==> src/rtl/seven_seg_scan_ctrl.sv <==
// Time-multiplexed scan controller for an N-digit common-cathode 7-segment display.
// Double-buffered digits, per-slot dead time, leading-zero and invalid-code blanking.
module seven_seg_scan_ctrl #(
  parameter int N_DIGITS    = 4,
  parameter int SCAN_DIV    = 100000,
  parameter int DEAD_CYCLES = 1000
) (
  input  logic                    clk,
  input  logic                    rst_n,
  input  logic                    en,
  input  logic                    load,
  input  logic [4*N_DIGITS-1:0]   bcd_in,
  input  logic [N_DIGITS-1:0]     dp_in,
  input  logic                    lz_en,
  output logic [3:0]              bcd_out,
  output logic                    dp_out,
  output logic [N_DIGITS-1:0]     digit_en,
  output logic                    frame_tick,
  output logic                    bcd_err
);

  localparam int CW = $clog2(SCAN_DIV);
  localparam int IW = (N_DIGITS > 1) ? $clog2(N_DIGITS) : 1;

  typedef enum logic [1:0] {IDLE, DEAD, ON} state_t;

  state_t                  state;
  logic [CW-1:0]           cnt;
  logic [IW-1:0]           idx;
  logic [4*N_DIGITS-1:0]   shadow_bcd, active_bcd;
  logic [N_DIGITS-1:0]     shadow_dp, active_dp;
  logic                    slot_blank;

  logic                    slot_end, wrap, reload;
  logic [4*N_DIGITS-1:0]   src_bcd;
  logic [N_DIGITS-1:0]     src_dp;
  logic [IW-1:0]           nxt_idx;
  logic [3:0]              nxt_digit;
  logic                    nxt_blank, nxt_dp;

  function automatic logic [3:0] digit_of(input logic [4*N_DIGITS-1:0] b, input int i);
    return b[4*i +: 4];
  endfunction

  function automatic logic any_invalid(input logic [4*N_DIGITS-1:0] b);
    logic r;
    r = 1'b0;
    for (int i = 0; i < N_DIGITS; i++)
      if (b[4*i +: 4] > 4'd9) r = 1'b1;
    return r;
  endfunction

  // A digit is dark for its whole slot if it is not BCD, or if it and every
  // more-significant digit are zero; the rightmost digit always shows.
  function automatic logic blank_of(input logic [4*N_DIGITS-1:0] b, input int i, input logic lz);
    logic upper_zero;
    upper_zero = 1'b1;
    for (int j = 0; j < N_DIGITS; j++)
      if (j >= i && b[4*j +: 4] != 4'd0) upper_zero = 1'b0;
    return (digit_of(b, i) > 4'd9) || (lz && i != 0 && upper_zero);
  endfunction

  // NOTE: every signal here is assigned on every path, so no latch is inferred.
  always_comb begin
    slot_end  = (state == ON) && (cnt == CW'(SCAN_DIV - 1));
    wrap      = slot_end && (idx == IW'(N_DIGITS - 1));
    reload    = (state == IDLE) || wrap;
    src_bcd   = reload ? shadow_bcd : active_bcd;
    src_dp    = reload ? shadow_dp  : active_dp;
    nxt_idx   = reload ? '0 : idx + IW'(1);
    nxt_digit = digit_of(src_bcd, int'(nxt_idx));
    nxt_blank = blank_of(src_bcd, int'(nxt_idx), lz_en);
    nxt_dp    = src_dp[nxt_idx] & ~nxt_blank;
  end

  // NOTE: sequential state uses non-blocking assignments so every register
  // samples pre-edge values; this is what makes a load on the wrap edge defer.
  // The digit buffers are small register banks, so they take the reset too.
  always_ff @(posedge clk or negedge rst_n) begin
    if (!rst_n) begin
      state      <= IDLE;
      cnt        <= '0;
      idx        <= '0;
      shadow_bcd <= '0;
      shadow_dp  <= '0;
      active_bcd <= '0;
      active_dp  <= '0;
      slot_blank <= 1'b0;
      bcd_out    <= '0;
      dp_out     <= 1'b0;
      digit_en   <= '0;
      frame_tick <= 1'b0;
      bcd_err    <= 1'b0;
    end else begin
      frame_tick <= 1'b0;
      if (load) begin
        shadow_bcd <= bcd_in;
        shadow_dp  <= dp_in;
      end
      if (!en) begin
        state    <= IDLE;
        cnt      <= '0;
        idx      <= '0;
        digit_en <= '0;
        dp_out   <= 1'b0;
      end else if (state == IDLE || slot_end) begin
        // Start of a slot: dark, but the next digit's code is already on the bus.
        state      <= DEAD;
        cnt        <= '0;
        idx        <= nxt_idx;
        digit_en   <= '0;
        bcd_out    <= nxt_digit;
        dp_out     <= nxt_dp;
        slot_blank <= nxt_blank;
        frame_tick <= wrap;
        if (reload) begin
          active_bcd <= src_bcd;
          active_dp  <= src_dp;
          bcd_err    <= any_invalid(src_bcd);
        end
      end else begin
        cnt <= cnt + CW'(1);
        if (state == DEAD && cnt == CW'(DEAD_CYCLES - 1)) begin
          state    <= ON;
          digit_en <= slot_blank ? '0 : (N_DIGITS'(1) << idx);
        end
      end
    end
  end

endmodule
==> config.mk <==
export PLATFORM = sky130hd
export DESIGN_NAME = seven_seg_scan_ctrl
export DESIGN_NICKNAME = d
export VERILOG_FILES = /design/src/rtl/seven_seg_scan_ctrl.sv
export SDC_FILE = /design/constraint.sdc
export NUM_CORES = 1
export LEC_CHECK = 0
export CAP_MARGIN = 20
export CORE_MARGIN = 1.5
export CORE_UTILIZATION = 40
export DETAILED_ROUTE_END_ITERATION = 10
export SYNTH_ARGS = -nofsm -noshare
export SYNTH_HDL_FRONTEND = slang
export SYNTH_SLANG_ARGS = --single-unit
==> constraint.sdc <==
create_clock -name clk -period 5.8 [get_ports clk]
set_clock_uncertainty 0.05 [all_clocks]
set_input_delay 0.58 -clock clk [delete_from_list [all_inputs] [get_ports clk]]
set_output_delay 0.58 -clock clk [all_outputs]
set_load 0.05 [all_outputs]
# Yosys cells after proc, flatten, opt, wreduce, memory -nomap -nowiden
# Index checks and enable logic that the tools add are counted.
# word_totals
in_bits	25
register_bits	73
word_cells	82
out_inout_bits	11
# op_classes
n_lt_le_gt_ge	9
add_sub_neg	2
n_mux	28
n_eq_ne	7
bitwise	2
n_shift	2
reduce_logical	19
# op_table
op	n
17-bit 2-to-1 mux	2
4-bit greater-than comparator (second input constant)	5
4-bit 2-to-1 mux	5
17-bit by 1-bit adder with 17-bit output (second input constant)	1
17-bit by 10-bit == test with 1-bit output (second input constant)	1
17-bit == test (second input constant)	1
16-bit 2-to-1 mux	1
4-bit nonzero test	4
16-bit by 5-bit variable part select with 4-bit output	1
1-bit 2-to-1 mux	13
2-bit 2-to-1 mux	6
1-bit logical AND	8
2-bit == test (second input constant)	2
1-bit by 2-bit >= comparator with 1-bit output (first input constant)	2
1-bit by 2-bit << shifter with 4-bit output (first input constant)	1
1-bit logical OR	3
2-bit by 3-bit < comparator with 1-bit output (second input constant)	1
3-bit by 1-bit != test with 1-bit output (second input constant)	1
3-bit AND reduction	1
2-bit by 1-bit adder with 2-bit output (second input constant)	1
1-bit binary-select mux with 2-bit select	1
2-bit by 1-bit == test with 1-bit output (second input constant)	1
2-bit >= comparator (first input constant)	1
2-bit zero test	1
5 further kinds	5

# Depth between registers and ports, before layout
# Gate-level depths: netlist (run 1).
# depth
ltp_word	17
mapped_depth	8
depth_no_buf	7

# Least setup slack after synthesis (run 1)
# No wires, ideal clock.
# synth_path
kind	register to register
start	reg idx[0]
end	reg dp_out
slack_ps	3158
arrival_ps	2491
stages_incl_launch_ff	9
n_path_buf	2
period_less_slack_ps	2642
setup_ps	101
required_time_ps	5649
cell_sequence	dfrtp_1 -> clkbuf_1 -> inv_1 -> ha_1 -> clkbuf_1 -> mux4_2 -> o211ai_1 -> o211ai_1 -> o32ai_1
# synth_via
elab_chain_len	16
word_cells_on_any_way	33
cone_classes	add/sub (1); order compare (4); eq/ne (1); shift (1); mux (11); bitwise (2); reduce/logical (13)
# synth_lines
item	line_no	text
start: declaration	29	logic [IW-1:0] idx;
start signal: assignment	110	idx <= nxt_idx;
branches (longest 13 deep; another with 4-bit greater-than comparator)	--	
1-bit AND *	73	nxt_dp = src_dp[nxt_idx] & ~nxt_blank;
1-bit 2-to-1 mux *	106	end else if (state == IDLE || slot_end) begin
1-bit 2-to-1 mux *	100	if (!en) begin
end signal: assignment	113	dp_out <= nxt_dp;
end: declaration	16	output logic dp_out,
# Mark *: on every way between the ends. The select of a mux whose other input is x is not followed.
# A chain may end at the register's enable or synchronous reset.

# Worst setup path after layout (run 1)
# Ends and elaborated chain as after synthesis.

==> results of run 1 <==
worst paths after layout:
check	start	depth (start not counted)	to	slack (ns)
max	idx[0]	6	dp_out	3.04
min	rst_n	2	digit_en[1]	0.38
max reg2reg	idx[0]	6	dp_out	3.04
min reg2reg	cnt[0]	1	cnt[0]	0.42
max in group asynchronous	rst_n	2	shadow_bcd[0]	4.70
min in group clk	cnt[0]	1	cnt[0]	0.42
logic make-up after synthesis:
group / Yosys count / share of synthesized area (%)
simple gates: 90 / 14.20
flops: 73 / 52.90
mux: 53 / 20.87
compound gates: 24 / 4.710
xor+xnor: 15 / 3.804
buf+inv: 11 / 1.703
fa+ha+maj: 5 / 1.812
state kept, by name (all words and copies together), names as in the netlist, 4 cells and up:
register and cells:
shadow_bcd 16, bcd_out 4, active_dp 4, active_bcd 16, cnt 17, shadow_dp 4
digit_en 4
cell type report:
cell class | count | area share [%]
timing repair buffer | 36 | 8.616
clock buffer | 11 | 3.697
inverter | 3 | 0.2750
tap | 105 | 3.208
clock inverter | 5 | 1.314
multi-input combinational | 187 | 38.28
sequential | 73 | 44.61
per-stage QoR:
step	cell area, um2	hold slack (ns)	instances	setup WS, ns
2_1_floorplan	3453	0.2344	271	3.158
3_3_place_gp	3890	0.3959	404	3.119
3_5_place_dp	3890	0.4132	404	3.031
4_1_cts	4095	0.4231	420	3.006
5_1_grt	4095	0.4396	420	2.816
6_report	4095	0.3811	420	3.041
worst register-to-register path, stage by stage, from the launching register on:
cell      delay [ns]
dfrtp_1         0.66
inv_1           0.17
ha_1            0.56
mux4_2          0.58
o211ai_1        0.18
o211ai_1        0.14
o32ai_1         0.32
metal layers:
layer  vias to the layer above  wire, um
li1                       1039         -
met1                      1058      3011
met2                        32      3081
met3                        11       215
met4                         0        91
met5                         -         0
cells in the final DEF, fill, tap and decap left out, types with 3 or more instances in the layout:
| cell | Yosys | layout |
|---|---|---|
| dfrtp_1 | 73 | 73 |
| clkdlybuf4s50_1 | 0 | 34 |
| nor2_1 | 32 | 32 |
| mux2_2 | 22 | 22 |
| mux2_4 | 20 | 20 |
| nand2_1 | 14 | 14 |
| clkbuf_8 | 0 | 11 |
| xor2_1 | 10 | 10 |
| nand2b_1 | 8 | 8 |
| a21oi_1 | 8 | 8 |
| mux2i_1 | 6 | 6 |
| nand4_1 | 5 | 5 |
| xnor2_1 | 5 | 5 |
| mux4_2 | 5 | 5 |
| o21ai_0 | 5 | 5 |
| ha_1 | 5 | 5 |
| nand3_1 | 4 | 4 |
| nand3b_1 | 4 | 4 |
| inv_1 | 3 | 3 |
| nor4_1 | 3 | 3 |
| and3_1 | 3 | 3 |
| clkinv_2 | 0 | 3 |
power groups by stage:
| stage | sequential (W) | combinational (W) | clock (W) |
|---|---|---|---|
| final | 0.000624 | 0.000231 | 0.000406 |
| after global routing | 0.000632 | 0.000250 | 0.000442 |
| after CTS | 0.000625 | 0.000236 | 0.000421 |
| after detailed placement | 0.000634 | 0.000235 | 0 |
| after global placement | 0.000633 | 0.000232 | 0 |
| after floorplan | 0.000646 | 0.000140 | 0 |
cells in the mapped netlist (all sizes together) (4+ instances only):
master and n:
ha 5, mux4 5, mux2i 6, nand4 5, nor4 4, nand2b 8, dfrtp 73, o21ai 5
nand3 4, xor2 10, xnor2 5, clkbuf 4, nand2 16, buf 4, a21oi 9, nor2 32
mux2 42, nand3b 4
==> results_dict.tcl, run 1 <==
set metrics [dict create \
    vias 2140 \
    power_frac_clock_pct 32.2 \
    drt_first_pass_iters 4 \
    async_flop_share_pct 100.0 \
    p_int_w 0.0009241 \
    synth_top_area_share_pct 52.90 \
    power.density_nw_per_um2 308.0 \
    ant_nets 0 \
    syn-cell-area_um2 3453 \
    core-area_um2 8299 \
    power_frac_comb_pct 18.4 \
    cts_made_buffers 9 \
    power_leakage_nw 1.744 \
    grtUsageMet2_pct 25.76 \
    drive_gt1_share_pct 22.54 \
    yosysWarningCount 0 \
    use_met3_pct 5.450 \
    yosys-top-cells-area "dfrtp_1 53%, mux2_4 8.7%, mux2_2 7.2%" \
    ys_ff_latch 73 \
    grt_use_met1_pct 20.54 \
    fmax_mhz 362.5 \
    crit_path_frequent_cell "o211ai_1" \
    grt_max_degree 74 \
    ctsResizeCount 0 \
    synth-edff-count 0 \
    fp.dieW_um 95.92 \
    io_pins 36 \
    nets 340 \
    std_cell_rows 33 \
    clk_pin_slew_ns 0.08 \
    grt_pass1_wl_um 10960 \
    postCtsSetupBuffers 0 \
    cp.required_ns 5.99 \
    multi_input_area_um2 1568 \
    nFillCells 723 \
    cp_cell_sequence "inv_1 -> ha_1 -> mux4_2 -> o211ai_1 -> o211ai_1 -> o32ai_1" \
    cts_hold_buf 0 \
    drc 0 \
    grt_overflow_total 0 \
    root_buffer "clkbuf_8" \
    cp_max_fo 12 \
    start_util_pct 41.61 \
    arrival_ns 2.95 \
    endpoint_kind "flip-flop" \
    syn_area_per_cell_um2 12.74 \
    cts_tree "built" \
    worst_setup_path_start_kind "flip-flop" \
    switching_share_pct 26.73 \
    hpwlAfterDp_um 4370 \
    fin_tns_setup_ns 0 \
    slew_viol_final 0 \
    cts_buffer_depth 2 \
    wl_per_cell_um 15.24 \
    setup_violations 0 \
    utilization_pct 49.34 \
    seqPwrFrac_pct 49.5 \
    worst_pin_slew_ns 0.9234 \
    antenna_found_initial 0 \
    ys_seq_area_share_pct 52.90 \
    grt.total_usage_pct 16.12 \
    drt-total-wl_um 6399 \
    grt_most_used_layer "met2" \
    power_switching_w 0.0003371 \
    syn_nets 301 \
    clock_latency_ns 0.35 \
    slew-limit-headroom_pct 38.44 \
    min_period_ns 2.759 \
    ir_worst_vdd_uv 194.3 \
    gp_congestion 0.7729 \
    grt_setup_unrepaired "no" \
    vias_per_cell 5.095 \
    h-tree-depth 3 \
    critPathKind "flip-flop to flip-flop" \
    register_area_um2 1827 \
    hold_class "input pin to async pin" \
    crit_slowest_cell "dfrtp_1" \
    slowest_delay_ns 0.66 \
    die_area_um2 9200 \
    antenna_cells 0 \
    max_cap_viol_count 0 \
    status "completed" \
    synth_flop_cell "dfrtp_1" \
    path_buf_inv 1 \
    yosysUniqueCellTypes 43 \
    port_buffers 35 \
    fin_crit_sh_pct 47.56 \
    final_hold_viol_count 0 \
    total_power_w 0.001261 \
    syn2layout_area_growth_pct 18.59 \
    netlist_instances 271 \
    grt_pass1_vias 2259 \
    yosysTopAreaCell "dfrtp_1" \
    crit_family "flip-flops" \
    cts.sink_count 73 \
    drt_iter0_drc 71 \
    die_y_um 95.92 \
]
(Power assumes the default switching activity.)
==> run 2, diff against run 1 <==
==> constraint.sdc (replaced) <==
create_clock -name clk -period 2.85 [get_ports clk]
set_clock_uncertainty 0.05 [all_clocks]
set_input_delay 0.285 -clock clk [delete_from_list [all_inputs] [get_ports clk]]
set_output_delay 0.285 -clock clk [all_outputs]
set_load 0.05 [all_outputs]
==> results_dict.tcl, run 2 (synthesis gave the netlist of run 1 again) <==
set metrics [dict create \
    status "completed" \
    nFillCells 745 \
    port_buffers 35 \
    max_cap_viol_count 0 \
    slew_viol_final 0 \
    core-area_um2 8299 \
    power.density_nw_per_um2 611.6 \
    top_register "cnt" \
    postCtsSetupBuffers 0 \
    cts.sink_count 73 \
    clock_latency_ns 0.35 \
    cts_made_buffers 9 \
    power_switching_w 0.0006781 \
    fin_ws_ns 0.4862 \
    fin_crit_sh_pct 82.94 \
    cts_tree "built" \
    r2r_cells 6 \
    layout_commonest_cell "dfrtp_1" \
    reg_top3 "cnt x17, active_bcd x16, shadow_bcd x16" \
    fp.dieW_um 95.92 \
    endpoint_kind "flip-flop" \
    cp.required_ns 3.04 \
    ir_worst_vdd_uv 331.5 \
    final_hold_viol_count 0 \
    drt-total-wl_um 6552 \
    nets 347 \
    place_ws_ns 0.4749 \
    ff2ff_setup_slack_ns 0.49 \
    cts_hold_buf 1 \
    clk_pin_slew_ns 0.07 \
    p_int_w 0.001854 \
    cts_buffer_depth 2 \
    root_buffer "clkbuf_8" \
    power_leakage_nw 1.770 \
    drive_gt1_share_pct 23.44 \
    antenna_found_initial 0 \
    drc 0 \
    h-tree-depth 3 \
    drt_iter0_drc 60 \
    worst_pin_slew_ns 0.8065 \
    syn2layout_area_growth_pct 19.89 \
    fmax_mhz 423.0 \
    critPathKind "flip-flop to flip-flop" \
    vias 2166 \
    ctsResizeCount 0 \
    slew-limit-headroom_pct 46.23 \
    antenna_cells 0 \
    reg2reg_from "idx[0]" \
    largest_reg_flops 17 \
    power_frac_comb_pct 19.2 \
    setup_violations 0 \
    die_y_um 95.92 \
    io_pins 36 \
    std_cell_rows 33 \
    worst_setup_path_start_kind "flip-flop" \
    seqPwrFrac_pct 50.0 \
    die_area_um2 9200 \
    arrival_ns 2.56 \
    grt_max_degree 48 \
    grt.total_usage_pct 16.52 \
    cp_max_fo 11 \
    power_frac_clock_pct 30.7 \
    hold_end "cnt[0]" \
    grt_pass1_vias 2219 \
    wl_per_cell_um 15.42 \
    grt_setup_unrepaired "no" \
    layout_common_cells "73 x dfrtp_1, 34 x clkdlybuf4s50_1, 32 x nor2_1" \
    worstHoldStart "cnt[0]" \
    rr_endpoint "dp_out" \
    hold_class "flip-flop to flip-flop" \
    min_period_ns 2.364 \
    hpwlAfterDp_um 4672 \
    ant_nets 0 \
    vias_per_cell 5.096 \
    grt_overflow_total 0 \
    fin_tns_setup_ns 0 \
    start_util_pct 41.61 \
    gp_congestion 0.7514 \
    holdPathStages 1 \
    grt_pass1_wl_um 11240 \
    switching_share_pct 26.78 \
    drt_first_pass_iters 4 \
]
run 2: cell count changes in the layout (fill, tap and decap cells not counted):
cell	before	now
clkinv_4	1	0
buf_12	0	1
clkbuf_8	11	10
dlygate4sd3_1	0	1
buf_4	1	6
run 2: worst max path at each step:
stage                       from             to  slack [ns]  cells past startpoint
after floorplan           idx[0]         dp_out        0.21                      8
final                     idx[0]         dp_out        0.49                      6
after global placement    cnt[0]  active_bcd[0]        0.54                      7
after detailed placement  idx[0]         dp_out        0.47                      6
after CTS                 idx[0]         dp_out        0.48                      6
after global routing      cnt[0]         dp_out        0.28                      7
run 2: final cells by class:
class / instances / area, um2 / share of cell area (%)
Sequential cell: 73 / 1827 / 44.12
Multi-Input combinational cell: 187 / 1568 / 37.87
Timing Repair Buffer: 43 / 420.4 / 10.15
Clock buffer: 10 / 137.6 / 3.324
Tap cell: 105 / 131.4 / 3.173
Clock inverter: 4 / 45.04 / 1.088
Inverter: 3 / 11.26 / 0.2720
run 2: power groups by stage:
stage | sequential, W | combinational (W) | clock (W)
3_3_place_gp | 0.00129 | 0.000485 | 0
4_1_cts | 0.00127 | 0.000494 | 0.000805
6_report | 0.00127 | 0.000487 | 0.000778
3_5_place_dp | 0.00129 | 0.000490 | 0
5_1_grt | 0.00129 | 0.000526 | 0.000852
2_1_floorplan | 0.00131 | 0.000285 | 0
run 2: per-layer routing:
metal / up-vias / track usage (%) / part of all wire, %
li1: 1054 / - / -
met1: 1071 / 22.05 / 48
met2: 29 / 25.47 / 47
met3: 12 / 4.581 / 3.3
met4: 0 / 6.250 / 1.6
met5: - / 0 / 0
run 2: per-stage QoR:
step / cells / area [um2] / total power, W / hold slack (ns) / util, %
finish: 425 / 4140 / 0.002532 / 0.4109 / 49.89
global route: 425 / 4140 / 0.002663 / 0.4477 / 49.89
CTS: 425 / 4140 / 0.002567 / 0.4175 / 49.89
detailed placement: 410 / 3948 / 0.001779 / 0.2874 / 47.57
global placement: 410 / 3948 / 0.001772 / 0.2859 / 47.57
floorplan: 271 / 3453 / 0.001599 / -0.06059 / -
run 2: critical path, cell delays in order, from the launching register on:
cell	delay, ns
dfrtp_1	0.38
buf_4	0.18
ha_1	0.21
and3b_1	0.22
a21oi_1	0.66
o211ai_1	0.23
o32ai_1	0.32
